$ cat config.mk
export PLATFORM = sky130hd
export DESIGN_NAME = rom_fetch_flat
export DESIGN_NICKNAME = d
export VERILOG_FILES = /design/src/rtl/luna_pkg.sv /design/src/rtl/rom_fetch_if.sv /design/src/rtl/fetch_fifo.sv /design/src/rtl/rom_fetch.sv /design/src/flat_wrapper.sv
export SDC_FILE = /design/constraint.sdc
export NUM_CORES = 1
export LEC_CHECK = 0
export CAP_MARGIN = 20
export CORE_ASPECT_RATIO = 0.7
export CORE_MARGIN = 2
export CORE_UTILIZATION = 45
export CTS_BUF_LIST = sky130_fd_sc_hd__clkbuf_8
export DETAILED_ROUTE_END_ITERATION = 10
export PLACE_DENSITY = 0.8
export RECOVER_POWER = 25
export SYNTH_ARGS = -nofsm -noshare
export SYNTH_HDL_FRONTEND = slang
export SYNTH_SLANG_ARGS = --single-unit
$ cat constraint.sdc
create_clock -name clk -period 1.4 [get_ports clk]
set_input_delay 0.21 -clock clk [delete_from_list [all_inputs] [get_ports clk]]
set_output_delay 0.21 -clock clk [all_outputs]
set_load 0.005 [all_outputs]
$ cat src/rtl/luna_pkg.sv
`default_nettype none
// ============================================================================
// Module   : luna_pkg
// Purpose  : Shared fetch/decode widths, reset PC and fetch entry type.
// Revision : 1.0
// ============================================================================
package luna_pkg;

   localparam int ADDR_W = 8;
   localparam int DATA_W = 16;
   localparam logic [ADDR_W-1:0] RESET_PC = '0;

   typedef struct packed {
      logic [ADDR_W-1:0] pc;
      logic [DATA_W-1:0] word;
   } fetch_entry_t;

endpackage : luna_pkg
`default_nettype wire

$ cat src/rtl/rom_fetch_if.sv
`default_nettype none
// ============================================================================
// Module   : rom_fetch_if
// Purpose  : ROM port, decoder handshake and redirect/stall controls.
// Revision : 1.0
// ============================================================================
interface rom_fetch_if
   import luna_pkg::*;
#(
   parameter int ADDR_W = luna_pkg::ADDR_W,
   parameter int DATA_W = luna_pkg::DATA_W
);
   logic              fetch_en;
   logic [ADDR_W-1:0] rom_addr;
   logic [DATA_W-1:0] rom_data;
   logic [DATA_W-1:0] instr;
   logic [ADDR_W-1:0] instr_pc;
   logic              instr_valid;
   logic              instr_ready;
   logic              redirect_valid;
   logic [ADDR_W-1:0] redirect_pc;

   modport master (
      input  fetch_en,
      output rom_addr,
      input  rom_data,
      output instr,
      output instr_pc,
      output instr_valid,
      input  instr_ready,
      input  redirect_valid,
      input  redirect_pc
   );

   modport slave (
      output fetch_en,
      input  rom_addr,
      output rom_data,
      input  instr,
      input  instr_pc,
      input  instr_valid,
      output instr_ready,
      output redirect_valid,
      output redirect_pc
   );

endinterface : rom_fetch_if
`default_nettype wire

$ cat src/rtl/fetch_fifo.sv
`default_nettype none
// ============================================================================
// Module   : fetch_fifo
// Purpose  : 2-entry FIFO of fetch entries with flush; head read from registers.
// Revision : 1.0
// ============================================================================
module fetch_fifo
   import luna_pkg::*;
(
   input  logic         clk,
   input  logic         rst_n,
   input  logic         push,
   input  logic         pop,
   input  logic         flush,
   input  fetch_entry_t din,
   output logic [1:0]   count,
   output fetch_entry_t head
);

   fetch_entry_t r_mem [2];
   logic         r_wr_ptr;
   logic         r_rd_ptr;
   logic [1:0]   r_count;

   always_ff @(posedge clk or negedge rst_n) begin
      if (!rst_n) begin
         r_mem[0] <= '0;
         r_mem[1] <= '0;
         r_wr_ptr <= 1'b0;
         r_rd_ptr <= 1'b0;
         r_count  <= 2'd0;
      end else if (flush) begin
         r_wr_ptr <= 1'b0;
         r_rd_ptr <= 1'b0;
         r_count  <= 2'd0;
      end else begin
         // When full, a simultaneous pop frees the slot the push overwrites.
         if (push) begin
            r_mem[r_wr_ptr] <= din;
            r_wr_ptr        <= ~r_wr_ptr;
         end
         if (pop) begin
            r_rd_ptr <= ~r_rd_ptr;
         end
         case ({push, pop})
            2'b10:   r_count <= r_count + 2'd1;
            2'b01:   r_count <= r_count - 2'd1;
            default: r_count <= r_count;
         endcase
      end
   end

   assign count = r_count;
   assign head  = r_mem[r_rd_ptr];

endmodule : fetch_fifo
`default_nettype wire

$ cat src/rtl/rom_fetch.sv
`default_nettype none
// ============================================================================
// Module   : rom_fetch
// Purpose  : Instruction fetch unit driving a combinational ROM port.
// Revision : 1.0
// ============================================================================
module rom_fetch
   import luna_pkg::*;
#(
   parameter int                ADDR_W   = luna_pkg::ADDR_W,
   parameter int                DATA_W   = luna_pkg::DATA_W,
   parameter logic [ADDR_W-1:0] RESET_PC = luna_pkg::RESET_PC
)(
   input  logic        clk,
   input  logic        rst_n,
   rom_fetch_if.master bus
);

   logic [ADDR_W-1:0] r_fetch_pc;
   logic [1:0]        w_count;
   logic              w_valid;
   logic              w_push;
   logic              w_pop;
   fetch_entry_t      w_wr_entry;
   fetch_entry_t      w_head;

   assign w_valid = (w_count != 2'd0);
   assign w_pop   = w_valid && bus.instr_ready;
   assign w_push  = bus.fetch_en && !bus.redirect_valid &&
                    ((w_count < 2'd2) || w_pop);

   assign w_wr_entry.pc   = r_fetch_pc;
   assign w_wr_entry.word = bus.rom_data;

   always_ff @(posedge clk or negedge rst_n) begin
      if (!rst_n) begin
         r_fetch_pc <= RESET_PC;
      end else if (bus.redirect_valid) begin
         r_fetch_pc <= bus.redirect_pc;
      end else if (w_push) begin
         r_fetch_pc <= r_fetch_pc + 1'b1;
      end
   end

   // Redirect flushes; a pop in the same cycle has already been accepted.
   fetch_fifo u_fifo (
      .clk   (clk),
      .rst_n (rst_n),
      .push  (w_push),
      .pop   (w_pop),
      .flush (bus.redirect_valid),
      .din   (w_wr_entry),
      .count (w_count),
      .head  (w_head)
   );

   assign bus.rom_addr    = r_fetch_pc;
   assign bus.instr       = w_head.word;
   assign bus.instr_pc    = w_head.pc;
   assign bus.instr_valid = w_valid;

endmodule : rom_fetch
`default_nettype wire

$ cat src/flat_wrapper.sv
// flat-port wrapper written by rule: the top's interface ports become plain ports
module rom_fetch_flat import luna_pkg::*;
#(
   parameter int                ADDR_W   = luna_pkg::ADDR_W,
   parameter int                DATA_W   = luna_pkg::DATA_W,
   parameter logic [ADDR_W-1:0] RESET_PC = luna_pkg::RESET_PC
)
  (clk, rst_n, bus_fetch_en, bus_rom_addr, bus_rom_data, bus_instr, bus_instr_pc, bus_instr_valid, bus_instr_ready, bus_redirect_valid, bus_redirect_pc);
  rom_fetch_if #(.ADDR_W(ADDR_W), .DATA_W(DATA_W)) bus_i ();
  input  logic clk;
  input  logic rst_n;
  input wire logic [$bits(bus_i.fetch_en)-1:0] bus_fetch_en;
  output wire logic [$bits(bus_i.rom_addr)-1:0] bus_rom_addr;
  input wire logic [$bits(bus_i.rom_data)-1:0] bus_rom_data;
  output wire logic [$bits(bus_i.instr)-1:0] bus_instr;
  output wire logic [$bits(bus_i.instr_pc)-1:0] bus_instr_pc;
  output wire logic [$bits(bus_i.instr_valid)-1:0] bus_instr_valid;
  input wire logic [$bits(bus_i.instr_ready)-1:0] bus_instr_ready;
  input wire logic [$bits(bus_i.redirect_valid)-1:0] bus_redirect_valid;
  input wire logic [$bits(bus_i.redirect_pc)-1:0] bus_redirect_pc;
  assign bus_i.fetch_en = bus_fetch_en;
  assign bus_rom_addr = bus_i.rom_addr;
  assign bus_i.rom_data = bus_rom_data;
  assign bus_instr = bus_i.instr;
  assign bus_instr_pc = bus_i.instr_pc;
  assign bus_instr_valid = bus_i.instr_valid;
  assign bus_i.instr_ready = bus_instr_ready;
  assign bus_i.redirect_valid = bus_redirect_valid;
  assign bus_i.redirect_pc = bus_redirect_pc;
  rom_fetch #(.ADDR_W(ADDR_W), .DATA_W(DATA_W), .RESET_PC(RESET_PC)) u_core (.clk(clk), .rst_n(rst_n), .bus(bus_i));
endmodule
* Yosys cells after proc, flatten, opt, wreduce, memory -nomap -nowiden
Index checks and enable logic that the tools add are counted.
Word-level totals: register bits after elaboration 60, input bits 29, output and inout port bits 33, word-level logic and storage cells 47
Operators by class: $add $sub $neg 3, $lt $le $gt $ge 4, equal/unequal tests 2, multiplexer cells 14, bitwise operators 5, reductions and logical operators 11
Operators by type and width (number):
- 24-bit 2-to-1 mux | 4
- 48-bit bitwise mux | 1
- 24-bit demux with 1-bit select | 1
- 8-bit 2-to-1 mux | 2
- 8-bit by 1-bit adder with 8-bit output, second input constant | 1
- 2-bit nonzero test | 3
- 2-bit >= comparator, second input constant | 2
- 1-bit logical AND | 4
- 1-bit 2-to-1 mux | 4
- 1-bit inverter with 2-bit output | 2
- 2-bit case mux with 2 select lines | 1
- 1-bit inverter | 3
- 3-bit nonzero test | 1
- 2-bit by 1-bit adder with 2-bit output, second input constant | 1
- 2-bit by 1-bit equality test with 1-bit output, second input constant | 1
- 2-bit equality test, second input constant | 1
- 2-bit by 1-bit < comparator with 1-bit output, second input constant | 1
- 2-bit < comparator, second input constant | 1
- 2-bit 2-to-1 mux | 1
- 2-bit AND reduction | 1
- 2-bit by 1-bit subtractor with 2-bit output, second input constant | 1
- 1-bit zero test | 1
- 1-bit logical OR | 1

* Longest topological paths before layout
Gate-level depths: netlist (run 1).
depth after elaboration 7, gate-level depth with buffers 5, gate-level depth less buffers 5

* Modules after synthesis
A second synthesis (run 1) with hierarchy kept.
Second synthesis, totals: cells, all modules 209, area total of the unflattened synthesis 2841.5 um^2
By module, submodules not included:
- fetch_fifo | instances 1, cells each 146, area an instance 2293.4 um^2, seq. area each 1301.2 um^2
- rom_fetch | instances 1, cells each 63, area an instance 548.0 um^2, seq. area each 200.2 um^2

* Worst setup path after synthesis (run 1)
No wires, ideal clock.
path kind reg2reg, from register u_core.u_fifo.r_count[1], in the netlist u_core.u_fifo.count[1], to register u_core.u_fifo.r_mem[25] (netlist bit), library setup time 0.125 ns, arrival time 1.367 ns, required time 1.275 ns, path slack -0.091 ns, stages on the path, launching flop included 6, buffers on the path 1, period minus slack after synthesis 1.491 ns, cells stage by stage dfrtp_1 > nand2b_2 > nand2_4 > nor3_4 > buf_6 > mux2_2
On the way: longest elaborated chain between the ends 5, elaborated cells on any way between the ends 6, those cells by class 1 x order compare; 5 x reduce/logical
RTL lines:
- from (decl) | RTL line fetch_fifo.sv:23 | logic [1:0] r_count;
- from (signal assigned) | RTL line fetch_fifo.sv:46 | 2'b10: r_count <= r_count + 2'd1;
- from (signal assigned) | RTL line fetch_fifo.sv:47 | 2'b01: r_count <= r_count - 2'd1;
- from (signal assigned) | RTL line fetch_fifo.sv:48 | default: r_count <= r_count;
- branches (longest 2 deep; another with 2-bit < comparator)
- 1-bit logical OR (*) | RTL line rom_fetch.sv:30 | ((w_count < 2'd2) || w_pop);
- 1-bit logical AND (*) | RTL line rom_fetch.sv:29 | assign w_push = bus.fetch_en && !bus.redirect_valid &&
- 2-bit AND reduction (no source line) (*)
- to (signal, indexed assignment) | RTL line fetch_fifo.sv:39 | r_mem[r_wr_ptr] <= din;
- to (decl) | RTL line fetch_fifo.sv:20 | fetch_entry_t r_mem [2];
Every way passes the cells marked *. A chain may end at the register's enable or synchronous reset.

* Worst setup path after layout (run 1)
from register u_core.u_fifo.r_rd_ptr, to output bus_instr_pc[7]
On the way: longest elaborated chain between the ends 4
RTL lines:
- from (decl) | RTL line fetch_fifo.sv:22 | logic r_rd_ptr;
- from (signal assigned) | RTL line fetch_fifo.sv:43 | r_rd_ptr <= ~r_rd_ptr;
- 1-bit inverter with 2-bit output (implied by the code) | RTL line fetch_fifo.sv:54 | assign head = r_mem[r_rd_ptr];
- 24-bit 2-to-1 mux (implied by the code) (3 in a row) | RTL line fetch_fifo.sv:54
- to (decl) | RTL line flat_wrapper.sv:16 | output wire logic [$bits(bus_i.instr_pc)-1:0] bus_instr_pc;
No other way between the ends. The select of a mux whose other input is x is not followed.

==> results of run 1 <==
## report_power, final
group	total [mW]	switching (mW)	internal, mW	leakage (nW)
Clock	1.62	0.717	0.906	0.107
Sequential	2.47	0.284	2.19	0.718
Combinational	2.11	0.689	1.42	1.27
Total	6.21	1.69	4.52	2.10
## Yosys cell counts (all sizes together)
cell type | number | area share [%]
mux2 | 73 | 30
dfrtp | 60 | 54
nand2 | 12 | 1.9
o21ai | 9 | 1.6
buf | 8 | 2.4
xor2 | 5 | 1.6
nor3 | 4 | 1.1
xnor2 | 4 | 1.3
inv | 3 | 0.41
nand4 | 3 | 0.91
nor2 | 3 | 0.41
clkbuf | 2 | 0.27
nand3 | 2 | 0.36
a21oi | 1 | 0.18
and2b | 1 | 0.27
and3 | 1 | 0.23
ha | 1 | 0.45
mux2i | 1 | 0.36
nand2b | 1 | 0.32
nor2b | 1 | 0.23
nor3b | 1 | 0.27
nor4 | 1 | 0.23
o211ai | 1 | 0.27
o311a | 1 | 0.36
or2 | 1 | 0.23
## routing by layer
metal | vias up | wire length [um]
li1 | 960 | -
met5 | - | 0
met3 | 9 | 327
met2 | 59 | 4060
met4 | 0 | 77
met1 | 1088 | 3440
## what timing repair did
item                       CTS  global route
resized for setup          195            30
buffers inserted            29             7
hold buffers                 1             0
setup endpoints to repair   58            78
hold endpoints to repair    60             0
pin swaps                    2             7
gates cloned                 5             0
## worst register-to-register path: stages, from the launching register on
cell and delay (ps):
dfrtp_2 410, buf_6 120, nand2b_4 80, nand2_4 60, nor3_4 160, buf_6 160, buf_16 140, mux2_4 310
## how the worst min path moves through the flow
stage | from | endpoint | slack (ps) | cells after the start
floorplan | rst_n | u_core.bus.rom_addr[0] | -90 | 0
global placement | rst_n | u_core.u_fifo.r_mem[33] | 230 | 2
detailed placement | rst_n | u_core.u_fifo.r_mem[33] | 230 | 2
CTS | rst_n | u_core.u_fifo.r_mem[33] | 400 | 3
global route | bus_fetch_en | u_core.u_fifo.count[1] | 350 | 3
finish | bus_fetch_en | u_core.u_fifo.count[1] | 340 | 3
## registers in the layout, summed over array words and instances (netlist names)
signal                  count
u_core.u_fifo.r_rd_ptr      1
u_core.u_fifo.r_mem        48
u_core.u_fifo.count         2
u_core.u_fifo.r_wr_ptr      1
u_core.bus.rom_addr         8
## stage by stage
| step | TNS, ps | util [%] | setup WS, ps |
|---|---|---|---|
| after floorplan | -1440 | - | -72.0 |
| after global placement | -21280 | 61.4 | -377 |
| after detailed placement | -22970 | 61.4 | -410 |
| after CTS | -11360 | 74.1 | -346 |
| after global routing | -15550 | 77.0 | -389 |
| final | -11980 | 77.0 | -350 |
## area by class of cell
type,instances,area (sq um)
Sequential cell,60,1510
Multi-Input combinational cell,127,1410
Fill cell,337,1340
Timing Repair Buffer,122,1250
Clock buffer,11,151
Tap cell,75,93.8
Clock inverter,5,51.3
Inverter,3,11.3
## kinds of logic after synthesis
kind of cell    synth area share [%]
buf+inv                         3.04
simple gates                    6.49
compound gates                  2.45
fa+ha+maj                      0.454
flops                           54.5
xor+xnor                        2.86
mux                             30.2
==> summary.md, run 1 <==
| Metric | Value |
|---|---|
| Grt peak-use layer | met2 |
| Status | finished, violations left |
| Hold Fails Final Rpt | 0 |
| Placed Instance Area | 3570 sq um |
| Min Tclk post-route | 1750 ps |
| Max-cap viol count | 0 |
| Total grt overflow | 0 |
| Mapped cell area | 2760 sq um |
| Antenna-violating nets left | 0 |
| Post-synthesis area per instance | 13.8 sq um |
| HP Class | primary input to flip-flop |
| Required @ worst endpoint | 1190 ps |
| Fmax | 0.572 GHz |
| Hold slack | 337 ps |
| Critical path type | flip-flop to output port |
| Full die area | 6770 sq um |
| Peak supply drop | 0.769 mV |
| Pwr Density | 1390 nW/um^2 |
| Cell Chain, Critical Path | buf_6, buf_6, mux2_4, buf_6 |
| Final Non-Filler Cells | 403 |
| Gr usage total | 23.5% |
| Setup ws final | -350 ps |
| H-tree depth | 3 |
| Placed Cells incl. Taps | 345 |
| Crit. End Element | output port |
| Leak | 2.10 nW |
| Met3 Usage GRT | 7.16% |
| GPL Wtd Cong | 0.737 |
| Largest net degree at the start of global routing | 36 |
| DR DRC count | 0 |
| Ant diodes | 0 |
| Routed wire length | 7.90 mm |
| Commonest non-fill, non-tap cell in the layout | dfrtp_1 |
| Clock latency on the worst-skew pair | 350 ps |
| Vias/cell | 5.25 |
| Worst Max-Slew Pin Slew | 635 ps |
| Vias in the first global route | 2210 |
| Reg2reg path depth | 7 |
| CP Depth | 4 |
| TritonCTS buffer count | 9 |
| CTS sink cnt | 60 |
| #FFs+latches synth | 60 |
| CP top delay family | flip-flops |
| R2R Path End | u_core.u_fifo.r_mem[38] |
| Final instance area | 4480 sq um |
| Max FO, Critical Path | 6 |
| Clock Pin Slew Worst Setup and Hold Paths | 70 ps |
| CTS Buffer Depth | 2 |
| CP arrival | 1540 ps |
| Yosys cell types | 29 |
| CP peak stage delay | 490 ps |
| Worst Setup EP | bus_instr_pc[7] |
| Row count | 23 |
| Antenna violations before repair | 0 |
| Die height | 69.5 um |
| Most frequent cells in the layout | dfrtp_1 (55), buf_6 (46), mux2_4 (45) |
| Initial Util | 47.4% |
| Initial DRC Count | 75 |
| Met1 Resource Use GR | 31.4% |
| Worst path bufs/invs | 3 |
| NumNets Final | 353 |
| Max-slew violation count | 0 |
| Synthesized instance count | 200 |
| RSZ-0062 raised after global routing | true |
| Wire length per cell | 19.6 um |
| TritonCTS clock tree | yes |
| Startpoint Class | flip-flop |
| Warnings from Yosys | 0 |
| Slew headroom | 57.6% |
| GR Util met2 | 38.1% |
| Die width | 97.5 um |
| I/O pins | 62 |
| Sequential fraction of the synthesis area | 54.5% |
| Worst Skew | 8.33 ps |
| Synth-to-layout area growth | 62.5% |
| Finish-stage setup viols | 75 |
| Core Region | 5810 sq um |
| First-pass GRT wire length | 12.1 mm |
| DP HPWL | 4.07 mm |
| Reg2reg setup slack | -150 ps |
| Total Power | 6.21 mW |
| Critical Path Start | u_core.u_fifo.r_rd_ptr |
| Syn nets | 230 |
| Buffers added on ports | 61 |
| Layout cells sized above 1 | 57.9% |
| Period utilization | 125% |
| Vias | 2116 |
| Failing checks | setup timing |
| Reg2reg start | u_core.u_fifo.count[1] |
| 1st-pass router iterations | 4 |
| Crit-path slowest cell | dfrtp_2 |
| Most used cell, CP | buf_6 |
| Cell chosen for the clock root | clkbuf_8 |
(Power assumes the default switching activity.)
==> run 2: changes to the inputs <==
Settings changed: PLACE_DENSITY 0.8 to 0.75, SYNTH_HIERARCHICAL set to 1.
==> run 2 against run 1 <==
Against the previous run: final area rose by 5.1%; the flow still finishes with violations (setup timing); die area rose by 3.0%; worst setup slack got worse by 10 ps; combinational power rose by 72%; flip-flop and latch count did not move; non-clock buffer count rose by 2; largest cell class is now multi-input combinational cells; clock skew fell by 2.1 ps; highest routed layer unchanged; sequential share of layout area fell by 1.6 points.
==> summary.md, run 2 <==
| Metric | Value |
|---|---|
| NumNets Final | 364 |
| Met1 Resource Use GR | 35.3% |
| CP peak stage delay | 380 ps |
| Reg2reg start | u_core/u_fifo/count[1] |
| Commonest register cell after synthesis | dfrtp_1 |
| Failing checks | setup timing |
| CP top delay family | simple AND/OR/NAND/NOR gates |
| Die width | 99.0 um |
| Warnings from Yosys | 6 |
| Mapped cell area | 2840 sq um |
| Row count | 24 |
| Largest net degree at the start of global routing | 52 |
| Synthesized instance count | 209 |
| Setup TNS | -23280 ps |
| DP HPWL | 4.31 mm |
| Worst Skew | 6.19 ps |
| Antenna-violating nets left | 0 |
| Full die area | 6980 sq um |
| Wire length per cell | 22.8 um |
| TritonCTS buffer count | 9 |
| Buffers added on ports | 61 |
| Leak | 2.15 nW |
| Required @ worst endpoint | 1630 ps |
| Crit. End Element | flip-flop |
| Largest family of logic cells by synthesized area | multiplexers |
| 1st-pass router iterations | 4 |
| First-pass GRT wire length | 14.2 mm |
| Period utilization | 126% |
| CTS sink cnt | 60 |
| RSZ-0062 raised after global routing | true |
| Finish-stage setup viols | 83 |
| Simple-Gate Fraction of Synth Area | 9.38% |
| Reg2reg path depth | 7 |
| Vias/cell | 5.66 |
| Die height | 70.5 um |
| Worst path bufs/invs | 3 |
| Cell chosen for the clock root | clkbuf_8 |
| EDFF count, synth | 0 |
| Synth area leader | dfrtp_1 |
| CP arrival | 1990 ps |
| Hold Fails Final Rpt | 0 |
| Met3 Usage GRT | 7.91% |
| Share of the synthesized area in the top cell type | 52.8% |
| Initial DRC Count | 181 |
| Routed wire length | 9.50 mm |
| GPL Wtd Cong | 0.791 |
| Crit-path slowest cell | dfrtp_1 |
| Startpoint Class | flip-flop |
| R2R Path End | u_core/u_fifo/r_mem[14] |
| Ant diodes | 0 |
| Post-synthesis area per instance | 13.6 sq um |
| GR Util met2 | 43.9% |
| Compound-gate portion of the synthesized area | 4.10% |
| Most used cell, CP | buf_4 |
| Clock Pin Slew Worst Setup and Hold Paths | 70 ps |
| Final Util | 76.4% |
| Core Region | 6160 sq um |
| TritonCTS clock tree | yes |
| Synth-to-layout area growth | 65.6% |
| Critical Path Start | u_core/u_fifo/count[1] |
| Commonest non-fill, non-tap cell in the layout | dfrtp_1 |
| Min Tclk post-route | 1760 ps |
| HP Class | primary input to async pin |
| Top-count cell post-synth | mux2_2 |
| Gr usage total | 27.4% |
| Sequential fraction of the synthesis area | 52.8% |
| Fillers | 356 |
| Total grt overflow | 0 |
| CTS Buffer Depth | 2 |
| Yosys cell types | 41 |
| Cell Chain, Critical Path | nor2b_4, nor3_4, buf_4, nand3b_4, buf_4, buf_16, mux2_2 |
| Max-cap viol count | 0 |
| Worst Setup EP | u_core/u_fifo/r_mem[14] |
| Slew headroom | 62.6% |
| Peak supply drop | 0.988 mV |
| Fmax | 0.568 GHz |
| Vias | 2360 |
| Antenna violations before repair | 0 |
| Clock latency on the worst-skew pair | 340 ps |
| Pwr Density | 1760 nW/um^2 |
| DR DRC count | 0 |
| Largest register FFs | 48 |
| I/O pins | 62 |
| Post-synthesis async set-or-reset flop share | 100% |
| Synth top cells by count | mux2_2 (70), dfrtp_1 (60), nor2_1 (8), nand3_1 (6) |
| Synth top area cells | dfrtp_1 (53%), mux2_2 (28%), buf_6 (1.2%) |
| Area share of fa/ha/maj cells after synthesis | 0.440% |
| Setup ws final | -360 ps |
| Vias in the first global route | 2494 |
| Xor-xnor portion of the synthesized cell area | 1.23% |
| #FFs+latches synth | 60 |
| Most frequent cells in the layout | dfrtp_1 (54), mux2_4 (36), mux2_2 (36) |
| Initial Util | 46.2% |
| H-tree depth | 3 |
| CP Depth | 7 |
| Max-slew violation count | 0 |
| Reg2reg setup slack | -360 ps |
| Multiplexer share of the synthesized area | 28.5% |
| Critical path type | flip-flop to flip-flop |
| Max FO, Critical Path | 5 |
| Grt peak-use layer | met2 |
| Hold slack | 370 ps |
| Syn nets | 239 |
| Largest Register | u_core/u_fifo/r_mem |
| Status | finished, violations left |
| Worst Max-Slew Pin Slew | 561 ps |
| Layout cells sized above 1 | 60.2% |
==> run 2: cell count changes in the layout (fill, tap and decap cells not counted), moves of 4 or more <==
cell / before / now
mux2_2: 28 / 36
xor2_1: 4 / 0
mux2_4: 45 / 36
nand2_1: 10 / 3
buf_2: 4 / 11
buf_6: 46 / 30
nor2_1: 3 / 8
o21ai_0: 5 / 1
buf_12: 3 / 8
==> run 2: metrics by stage <==
| stage | total power, mW | instances | setup slack (ps) | instance area (sq um) |
|---|---|---|---|---|
| after CTS | 7.62 | 412 | -365 | 4480 |
| final | 8.28 | 417 | -360 | 4700 |
| after global placement | 5.21 | 360 | -473 | 3690 |
| after floorplan | 3.93 | 209 | -415 | 2860 |
| after global routing | 8.64 | 417 | -417 | 4700 |
| after detailed placement | 5.29 | 360 | -512 | 3690 |
==> run 2: metal layers <==
metal,vias up,share of wire (%)
met1,1189,42
met3,20,7.9
li1,1021,-
met2,130,48
met5,-,0
met4,0,2.1
==> run 2: cell families (layout without fill, tap and decap cells) <==
logic type	Yosys count	after routing
multiplexers	72	72
AND/OR/NAND/NOR	43	43
AO/OA/AOI/OAI	16	16
XOR/XNOR	4	4
buffers and inverters	13	143
flip-flops	60	60
adder cells (fa/ha/maj)	1	1
==> run 2: worst min-delay path by stage <==
stage | end | start | cells past startpoint | slack, ps
floorplan | u_core/bus.rom_addr[0] | rst_n | 0 | -90
global placement | u_core/u_fifo/count[1] | rst_n | 1 | 90
detailed placement | u_core/u_fifo/count[1] | rst_n | 1 | 90
CTS | u_core/u_fifo/r_mem[3] | rst_n | 2 | 260
global route | u_core/u_fifo/r_mem[2] | rst_n | 2 | 420
finish | u_core/u_fifo/r_mem[27] | rst_n | 2 | 370
==> run 2: what timing repair did <==
| item | in CTS | in global routing |
|---|---|---|
| hold endpoints to repair | 9 | 0 |
| setup endpoints to repair | 85 | 85 |
| cloned | 8 | 1 |
| pin swaps | 8 | 11 |
| hold buffers | 1 | 0 |
| resized for setup | 171 | 49 |
| setup buffers | 27 | 10 |
==> run 2: area by class of cell <==
| cell class | count | area [sq um] | share of cell area (%) |
|---|---|---|---|
| clock buffers | 10 | 138 | 2.93 |
| multi-input cells | 136 | 1520 | 32.3 |
| clock inverters | 6 | 111 | 2.37 |
| flip-flops and latches | 60 | 1510 | 32.1 |
| inverters | 3 | 11.3 | 0.239 |
| repair buffers | 124 | 1320 | 28.0 |
| well taps | 78 | 97.6 | 2.07 |
==> run 2: power by group <==
group / internal (mW) / total [mW] / switching, mW / leakage, nW
clock: 1.23 / 1.97 / 0.737 / 0.122
combinational: 2.34 / 3.62 / 1.28 / 1.30
sequential: 2.32 / 2.69 / 0.369 / 0.724
==> run 3: changes to the inputs <==
Settings changed: ABC_AREA set to 1.
==> run 3 against run 2 <==
Against the previous run: the flow still finishes with violations (setup timing); fmax up 8.4%; critical path depth down 4; cell count up 21%; clock skew up 3.2 ps; area after synthesis up 3.0%; largest power group is now registers; highest routed layer unchanged.
==> summary.md, run 3 <==
| Metric | Value |
|---|---|
| Routed wire length | 8.46 mm |
| Slew headroom | 33.6% |
| P_int | 4.45 mW |
| Share of the synthesized area in the top cell type | 51.3% |
| First-pass GRT wire length | 11.6 mm |
| Failing checks | setup timing |
| Commonest register cell after synthesis | dfrtp_1 |
| Top-count cell post-synth | nand2_1 |
| Worst Skew | 9.41 ps |
| CP peak stage delay | 470 ps |
| Commonest non-fill, non-tap cell in the layout | dfrtp_1 |
| H-tree depth | 3 |
| Antenna-violating nets left | 0 |
| HP Class | primary input to flip-flop |
| Vias in the first global route | 2436 |
| GPL Wtd Cong | 0.808 |
| Clock latency on the worst-skew pair | 350 ps |
| Clock Pin Slew Worst Setup and Hold Paths | 80 ps |
| Die width | 100 um |
| Die height | 71.5 um |
| Synth top area cells | dfrtp_1 (51%), nand2_1 (11%), mux2_2 (9.2%) |
| Full die area | 7170 sq um |
| Cell chosen for the clock root | clkbuf_8 |
| Hold Fails Final Rpt | 0 |
| Max FO, Critical Path | 8 |
| Clk pwr share | 24.3% |
| Critical Path Start | u_core/u_fifo/r_rd_ptr |
| Core Region | 6250 sq um |
| Synthesized instance count | 323 |
| Status | finished, violations left |
| CTS Buffer Depth | 2 |
| Syn nets | 353 |
| CTS sink cnt | 60 |
| Peak supply drop | 0.875 mV |
| Final Util | 74.5% |
| Layout cells sized above 1 | 43.3% |
| Required @ worst endpoint | 1190 ps |
| Setup ws final | -223 ps |
| TritonCTS buffer count | 9 |
| Buffers added on ports | 61 |
| Post-synthesis async set-or-reset flop share | 100% |
| Pwr Density | 1420 nW/um^2 |
| Reg2reg start | u_core/u_fifo/count[1] |
| RSZ-0062 raised after global routing | true |
| Row count | 24 |
| Multi-input gate area | 1530 sq um |
| Worst Max-Slew Pin Slew | 995 ps |
| Wire length per cell | 16.8 um |
| Leak | 2.31 nW |
| Antenna violations before repair | 0 |
| Yosys cell types | 26 |
| Synth area leader | dfrtp_1 |
| Setup slack at placement | -226 ps |
| Met1 wire length | 3.58 mm |
| Crit. End Element | output port |
| Startpoint Class | flip-flop |
| Sw Share | 32.5% |
| Sequential fraction of the synthesis area | 51.3% |
| Synth top cells by count | nand2_1 (86), dfrtp_1 (60), inv_1 (40), mux2_2 (24), nand3_1 (23) |
| Metal3 WL | 469 um |
| Worst Setup EP | bus_instr[6] |
| Largest net degree at the start of global routing | 29 |
| Fillers | 446 |
| Min Tclk post-route | 1620 ps |
| DR DRC count | 0 |
| Vias | 2678 |
| Crit-path slowest cell | dfrtp_2 |
| DR WL met2 | 4.27 mm |
| DP HPWL | 4.57 mm |
| Post-synthesis area per instance | 9.06 sq um |
| Largest Register | u_core/u_fifo/r_mem |
| Reg2reg path depth | 7 |
| Initial DRC Count | 173 |
| EDFF count, synth | 0 |
| Finish-stage setup viols | 75 |
| Part of the power in registers | 38.8% |
| R2R Path End | u_core/u_fifo/r_mem[39] |
| Comb power frac | 37.0% |
| #FFs+latches synth | 60 |
| I/O pins | 62 |
| Most frequent cells in the layout | dfrtp_1 (57), nand2_1 (46), inv_1 (38) |
| NumNets Final | 452 |
| Cell Chain, Critical Path | buf_12, mux2_4, buf_6 |
| P_sw | 2.14 mW |
| Max-cap viol count | 0 |
| Initial Util | 46.9% |
| Fmax | 0.616 GHz |
| TritonCTS clock tree | yes |
| Vias/cell | 5.30 |
| Max-slew violation count | 0 |
| Critical path type | flip-flop to output port |
| Reg2reg setup slack | -190 ps |
| Gr usage total | 21.2% |
| Largest register FFs | 48 |
| Highest routed metal layer | met4 |
| Ant diodes | 0 |
| Worst path bufs/invs | 2 |
| CP Depth | 3 |
| Mapped cell area | 2930 sq um |
| Total grt overflow | 0 |
| 1st-pass router iterations | 4 |
| Period utilization | 116% |
| Synth-to-layout area growth | 59.0% |
| CP arrival | 1410 ps |
| CP top delay family | flip-flops |
| Sequential Area | 1510 sq um |
| Warnings from Yosys | 6 |
## run 3: cell types whose count changed after synthesis, moves of 4 or more
cell,previous run,this run
o31ai_1,4,0
nor2b_1,4,0
nand2_1,3,86
mux2_2,70,24
nand3_1,6,23
o21ai_1,0,21
inv_1,2,40
o21ai_0,2,21
o21ai_2,0,9
## run 3: power groups by stage
stage | Combinational [mW] | Sequential, mW | Clock (mW)
after floorplan | 0.936 | 2.39 | 0
after global placement | 1.74 | 2.43 | 0
after detailed placement | 1.80 | 2.46 | 0
after CTS | 1.78 | 2.41 | 1.62
after global routing | 2.63 | 2.60 | 1.71
final | 2.44 | 2.56 | 1.60
## run 3: per-layer routing
layer / up-vias / track usage, %
met5: - / 0
met4: 0 / 9.28
met3: 15 / 5.95
met2: 83 / 33.0
met1: 1341 / 27.8
li1: 1239 / -
## run 3: final cells by class
cell class,instances,area share (%)
inverters,41,3.36
repair buffers,103,24.9
well taps,78,2.10
clock inverters,7,1.61
flip-flops and latches,60,32.4
clock buffers,9,2.66
multi-input cells,207,33.0
## run 3: per-stage QoR
stage	hold slack [ps]	cell area, sq um	cells	total power [mW]	TNS (ps)
floorplan	-85.6	2930	323	3.33	-27.1
global placement	164	3760	468	4.18	-12130
detailed placement	164	3760	468	4.26	-13940
CTS	324	3990	496	5.81	-6510
global route	422	4650	505	6.93	-13450
finish	429	4650	505	6.60	-10000
## run 3: worst min-delay path by stage
stage,from,to,cells after the start
floorplan,rst_n,u_core/bus.rom_addr[0],0
global placement,rst_n,u_core/bus.rom_addr[4],1
detailed placement,rst_n,u_core/bus.rom_addr[3],1
CTS,rst_n,u_core/bus.rom_addr[2],2
global route,bus_rom_data[9],u_core/u_fifo/r_mem[33],3
finish,bus_rom_data[5],u_core/u_fifo/r_mem[5],3
## run 3: repair_timing
item                       4_1_cts  5_1_grt
hold buffers                     1        0
setup endpoints to repair       33       76
setup buffers                   10        4
gates cloned                     1        9
hold endpoints to repair        13        0
resized for setup              120      151
pin swaps                        0        5
## run 3: kinds of logic (layout without fill, tap and decap cells)
group,count (synthesis),after routing,synth area share (%)
flip-flops,60,60,51.3
buffers and inverters,56,160,9.32
AO/OA/AOI/OAI,56,56,10.9
AND/OR/NAND/NOR,126,126,18.8
adder cells (fa/ha/maj),1,1,0.427
multiplexers,24,24,9.23
## run 3: worst min-delay path: stages
cell,delay [ps]
clkdlybuf4s50_1,400
inv_1,70
o21ai_1,70
